### src/rtl/regfile_pkg.sv
// Shared definitions for the scoreboarded register file: default sizes,
// bulk-clear FSM encoding and the address-width helper.
package regfile_pkg;

  localparam int XLEN_DEF = 32;
  localparam int NREG_DEF = 32;

  typedef enum logic {
    IDLE  = 1'b0,
    CLEAR = 1'b1
  } state_e;

  function automatic int addr_width(input int n);
    return (n > 1) ? $clog2(n) : 1;
  endfunction

endpackage

### src/rtl/regfile_sb_rd_port.sv
// One combinational read port: decode, x0 masking and, when REGFILE_BYPASS_EN
// is defined, same-cycle forwarding of the writeback value.
module regfile_rd_port
  import regfile_pkg::*;
#(
  parameter int XLEN = XLEN_DEF,
  parameter int NREG = NREG_DEF,
  localparam int AW  = addr_width(NREG)
) (
  input  logic [AW-1:0]   addr,
  input  logic [XLEN-1:0] regs [NREG],
  input  logic [NREG-1:0] pend,
`ifdef REGFILE_BYPASS_EN
  input  logic            byp_en,
  input  logic            we,
  input  logic [AW-1:0]   wr,
  input  logic [XLEN-1:0] wd,
  input  logic            pend_set,
  input  logic [AW-1:0]   pend_addr,
`endif
  output logic [XLEN-1:0] data,
  output logic            data_pend
);

  always_comb begin
    data      = '0;
    data_pend = 1'b0;
    if (addr != '0) begin
      data      = regs[addr];
      data_pend = pend[addr];
    end
`ifdef REGFILE_BYPASS_EN
    // A retiring write forwards its data; a new op issued to the same
    // register in the same cycle keeps the register marked pending.
    if (byp_en && we && (wr != '0) && (wr == addr)) begin
      data      = wd;
      data_pend = pend_set && (pend_addr == addr);
    end
`endif
  end

endmodule

### src/rtl/regfile_sb.sv
// Register file with NRD read ports, one write port, x0 hardwired to zero,
// a per-register pending scoreboard and a sequential bulk-clear engine.
// Optional write-to-read forwarding is enabled by defining REGFILE_BYPASS_EN.
module regfile_sb
  import regfile_pkg::*;
#(
  parameter int XLEN = XLEN_DEF,
  parameter int NREG = NREG_DEF,
  parameter int NRD  = 2,
  localparam int AW  = addr_width(NREG)
) (
  input  logic               clk,
  input  logic               rst,
  input  logic               we,
  input  logic [AW-1:0]      wr,
  input  logic [XLEN-1:0]    wd,
  input  logic [NRD*AW-1:0]  rr,
  output logic [NRD*XLEN-1:0] rd,
  output logic [NRD-1:0]     rd_pend,
  input  logic               pend_set,
  input  logic [AW-1:0]      pend_addr,
  input  logic               clr_req,
  output logic               clr_busy
);

  logic [XLEN-1:0] regs_reg [NREG];
  logic [NREG-1:0] pend_reg;
  state_e          state_reg;
  logic [AW-1:0]   cnt_reg;
  logic            clr_busy_reg;

  always_ff @(posedge clk or negedge rst) begin
    if (!rst) begin
      for (int i = 0; i < NREG; i++) begin
        regs_reg[i] <= '0;
      end
      pend_reg     <= '0;
      state_reg    <= IDLE;
      cnt_reg      <= '0;
      clr_busy_reg <= 1'b0;
    end else begin
      case (state_reg)
        IDLE: begin
          if (we && (wr != '0)) begin
            regs_reg[wr] <= wd;
            pend_reg[wr] <= 1'b0;
          end
          // Issued after the retire so a same-address set wins.
          if (pend_set && (pend_addr != '0)) begin
            pend_reg[pend_addr] <= 1'b1;
          end
          if (clr_req) begin
            state_reg    <= CLEAR;
            cnt_reg      <= AW'(1);
            clr_busy_reg <= 1'b1;
          end
        end
        CLEAR: begin
          regs_reg[cnt_reg] <= '0;
          pend_reg[cnt_reg] <= 1'b0;
          if (cnt_reg == AW'(NREG - 1)) begin
            state_reg    <= IDLE;
            cnt_reg      <= '0;
            clr_busy_reg <= 1'b0;
          end else begin
            cnt_reg <= cnt_reg + AW'(1);
          end
        end
        default: begin
          state_reg    <= IDLE;
          clr_busy_reg <= 1'b0;
        end
      endcase
    end
  end

  assign clr_busy = clr_busy_reg;

`ifdef REGFILE_BYPASS_EN
  logic idle;
  assign idle = (state_reg == IDLE);
`endif

  genvar gi;
  generate
    for (gi = 0; gi < NRD; gi++) begin : g_rd
      regfile_rd_port #(
        .XLEN (XLEN),
        .NREG (NREG)
      ) u_port (
        .addr      (rr[gi*AW +: AW]),
        .regs      (regs_reg),
        .pend      (pend_reg),
`ifdef REGFILE_BYPASS_EN
        .byp_en    (idle),
        .we        (we),
        .wr        (wr),
        .wd        (wd),
        .pend_set  (pend_set),
        .pend_addr (pend_addr),
`endif
        .data      (rd[gi*XLEN +: XLEN]),
        .data_pend (rd_pend[gi])
      );
    end
  endgenerate

endmodule

### config.mk
export PLATFORM = sky130hd
export DESIGN_NAME = regfile_sb
export DESIGN_NICKNAME = d
export VERILOG_FILES = /design/src/rtl/regfile_pkg.sv /design/src/rtl/regfile_sb_rd_port.sv /design/src/rtl/regfile_sb.sv
export SDC_FILE = /design/constraint.sdc
export NUM_CORES = 2
export LEC_CHECK = 0
export ABC_AREA = 0
export BUFFER_PORTS_ARGS = -buffer_cell sky130_fd_sc_hd__buf_2
export CORE_MARGIN = 5
export CORE_UTILIZATION = 43
export CTS_BUF_LIST = sky130_fd_sc_hd__clkbuf_4 sky130_fd_sc_hd__clkbuf_8
export DETAILED_ROUTE_END_ITERATION = 12
export GPL_TIMING_DRIVEN = 0
export PLACE_DENSITY = 0.59
export SLEW_MARGIN = 30
export SYNTH_ARGS = -nofsm -noshare
export SYNTH_HDL_FRONTEND = slang
export SYNTH_SLANG_ARGS = --single-unit
### constraint.sdc
create_clock -name clk -period 1.9 [get_ports clk]
set_input_delay 0.095 -clock clk [delete_from_list [all_inputs] [get_ports clk]]
set_output_delay 0.095 -clock clk [all_outputs]
set_load 0.05 [all_outputs]
==> impl_results.rst <==
.. list-table::
   :header-rows: 1

   * - Metric
     - Value
   * - Run status
     - finished with violations
   * - Violations in the final reports
     - negative hold slack, negative setup slack
   * - Number of warning messages in the yosys log
     - 0
   * - Combinational cell fraction of total power
     - 0.288
   * - R2R Path Start
     - state_reg
   * - Max VDD drop
     - 0.510 mV
   * - Layout cells sized above 1
     - 0.432
   * - Fill cells
     - 10100
   * - Die area
     - 0.134 sq mm
   * - Initial antenna violation count
     - 12
   * - Number of nets in the finished design
     - 4624
   * - Worst-case reg-to-reg path depth
     - 10
   * - Num CTS Buffers
     - 183
   * - Critical path endpoint category
     - primary output
   * - Latest clock arrival within the worst-skew pair
     - 0.96 ns
   * - EDFF count, synth
     - 0
   * - Pin count of the biggest net entering global routing
     - 122
   * - Synthesis-stage register bit count
     - 1063
   * - Final min period
     - 3.09 ns
   * - Number of design rule violations left after detail routing
     - 0
   * - Synth Net Count
     - 3984
   * - GR Overflow Total
     - 0
   * - Number of flip-flops in the largest register
     - 1024
   * - Final WS setup
     - -1.19 ns
   * - Setup Viol. Count Final
     - 1022
   * - Number of buffers between clock root and the deepest sink
     - 3
   * - Switching Fraction
     - 0.340
   * - Final-layout worst hold slack
     - -0.833 ns
   * - Total leakage power
     - 30.9 nW
   * - Critical Path AT
     - 3.00 ns
   * - Maxcap violations
     - 0
   * - Global-route wire length before repair
     - 350000 um
   * - Synth top area share
     - 0.487
   * - Part of the power in registers
     - 0.399
   * - Top Ports
     - 124
   * - Detailed Route Iter0 Violations
     - 7129
   * - Average instance area after synthesis
     - 13.9 sq um
   * - Worst-case setup slack after placement
     - -1.98 ns
   * - Worst setup skew after layout
     - 0.0317 ns
   * - Detailed placer's ending HPWL
     - 171000 um
   * - Height of the die
     - 366 um
   * - Worst flop-to-flop path endpoint
     - regs_reg[485]
   * - Setup total negative slack
     - -265.19 ns
   * - Total of buffers placed on input and output ports
     - 115
   * - Number of placement rows
     - 130
   * - First-pass DRT Iterations
     - 7
   * - Overall die width
     - 366 um
   * - Most frequent cells in the layout
     - dfrtp_1, a22o_1, mux4_2, clkbuf_8, buf_4
   * - Seq/Total Area, Yosys
     - 0.487
   * - Clock root buffer master
     - clkbuf_8
   * - Switching component of the power
     - 25.0 mW
   * - Unique masters post-synth
     - 51
   * - Predominant post-synthesis flop cell
     - dfrtp_1
   * - Gr usage total
     - 0.364
   * - Mapped Cells
     - 3922
   * - Class of the tightest hold or removal check
     - primary input to async pin
   * - Final period util
     - 1.63
   * - Clock tree from TritonCTS
     - yes
   * - CP max FO
     - 10
   * - Final Hold Viols
     - 450
   * - Worst Tran Pin Value
     - 1.20 ns
   * - Most common cell after layout, fill and taps aside
     - dfrtp_1
   * - Cells taking the most area after synthesis
     - dfrtp_1, mux4_2, a22o_1, clkbuf_1, mux2i_1
   * - Deepest level of the CTS H-tree
     - 4
   * - Final routed wire length divided by cell count
     - 40.4 um
   * - Total count of max-transition violations in the final report
     - 0
   * - Critical path type
     - primary input to primary output
   * - Required arrival time at the worst endpoint
     - 1.80 ns
   * - Total standard cell area after synthesis
     - 0.0546 sq mm
   * - Via count
     - 46800
   * - Share of power burned in the clock network
     - 0.313
   * - Unrepaired setup endpoints after global routing
     - true
   * - Maximum frequency from static timing analysis
     - 323 MHz
   * - Number of global-route vias before repair
     - 45100
   * - Number of clock sinks
     - 1063
   * - Post-Route WL
     - 256000 um
   * - Flop2flop setup slack
     - -0.61 ns
   * - Per-cell via count in the routed design
     - 7.36
   * - Worst setup SP type
     - primary input
   * - Last weighted congestion value of the routability-driven placer
     - 0.975
   * - Cell Pwr Density
     - 1040 mW/mm^2
   * - Async set or reset register ratio after synthesis
     - 1.00
   * - CORE AREA
     - 0.126 sq mm
   * - Worst slew margin
     - 0.203
   * - Antenna viol nets, final
     - 0
   * - Clk pin slew, worst setup/hold paths
     - 0.07 ns
   * - Synthesis-to-finish area growth
     - 29.8%
   * - Cell type contributing the most total cell area after synthesis
     - dfrtp_1
   * - Starting density of the core
     - 0.434
   * - P_int
     - 48.5 mW
==> worst max-delay path, stage by stage <==
cell and delay [ns]:
buf_2 0.33, nor2b_1 0.21, clkbuf_1 0.58, clkbuf_1 0.66, a221oi_1 0.24, o21ai_1 0.38
a311oi_4 0.25, buf_6 0.23
==> final cells by class <==
class,count,area [sq um],share of cell area
antenna,4,10.0,0.000141
buffer,485,3440,0.0486
clock buffer,285,3610,0.0509
clock inverter,37,318,0.00448
inverter,9,40.0,0.000565
multi-input combinational,2345,29800,0.421
sequential,1063,26600,0.375
tap,1650,2060,0.0291
timing repair buffer,475,4960,0.0700
==> per-layer routing <==
| layer | track usage | part of all wire | up-vias |
|---|---|---|---|
| met5 | 0 | 0.00077 | - |
| met4 | 0.164 | 0.061 | 16 |
| met3 | 0.159 | 0.15 | 982 |
| met2 | 0.516 | 0.42 | 3994 |
| met1 | 0.484 | 0.36 | 24500 |
| li1 | - | - | 17300 |
==> power groups by stage <==
stage | clock network (mW) | logic [mW] | registers (mW)
after detailed placement | 0 | 15.9 | 29.3
after floorplan | 0 | 10.7 | 28.4
final | 23.0 | 21.1 | 29.3
after CTS | 23.0 | 18.0 | 29.0
after global placement | 0 | 15.6 | 29.2
after global routing | 24.0 | 21.6 | 29.6
==> cell families (layout without fill, tap and decap cells) <==
family,after synthesis,after routing,share of synthesized area
xor gates and xnor gates,2,2,0.000321
buffers and inverters,515,1291,0.0391
and+or+nand+nor,238,238,0.0257
other,0,4,0
adders and majority gates,5,5,0.00115
muxes,660,660,0.228
AOI/OAI and AO/OA,1439,1440,0.218
DFF,1063,1063,0.487
==> synth_stat cells (19+ instances only) <==
cell type  instances
a211oi_1          66
a21oi_1           25
a221oi_1          47
a22o_1          1020
a22oi_1           66
a311oi_1          66
and2_1            39
buf_2            130
clkbuf_1         355
dfrtp_1         1063
mux2_2            66
mux2i_1          132
mux4_2           462
nand2_1           45
nor2_1            30
nor2b_1           70
o2111ai_1         19
o21ai_0           67
o21ai_1           49
==> stage by stage <==
step                instances  cell area (sq um)  power [mW]  hold WS, ns   util
floorplan                3922              55800        39.1       -0.201      -
global placement         5687              58400        44.8        0.356  0.464
detailed placement       5700              58900        45.2        0.186  0.467
CTS                      6166              67200        70.0       -0.820  0.534
global route             6351              70900        75.2       -0.777  0.563
finish                   6353              70900        73.5       -0.833  0.563
==> worst max path at each step <==
stage | from | end | slack [ns] | depth (start not counted)
after floorplan | rr[5] | rd[62] | -0.002 | 7
after global placement | rst | regs_reg[966] | -23.09 | 1
after detailed placement | rr[0] | rd_pend[0] | -1.98 | 9
after CTS | regs_reg[941] | rd[45] | -1.04 | 5
after global routing | regs_reg[942] | rd[46] | -1.13 | 5
final | rr[6] | rd[49] | -1.19 | 8
==> timing repair <==
| action | 4_1_cts | 5_1_grt |
|---|---|---|
| gates cloned | 5 | 26 |
| pin swaps | 138 | 104 |
| setup buffers | 76 | 171 |
| hold buffers | 70 | 4 |
| endpoints found under the hold margin | 1362 | 438 |
| gates resized for setup | 786 | 856 |
| setup endpoints to repair | 1122 | 1104 |
Note: power is estimated with default switching activity, not from simulation.
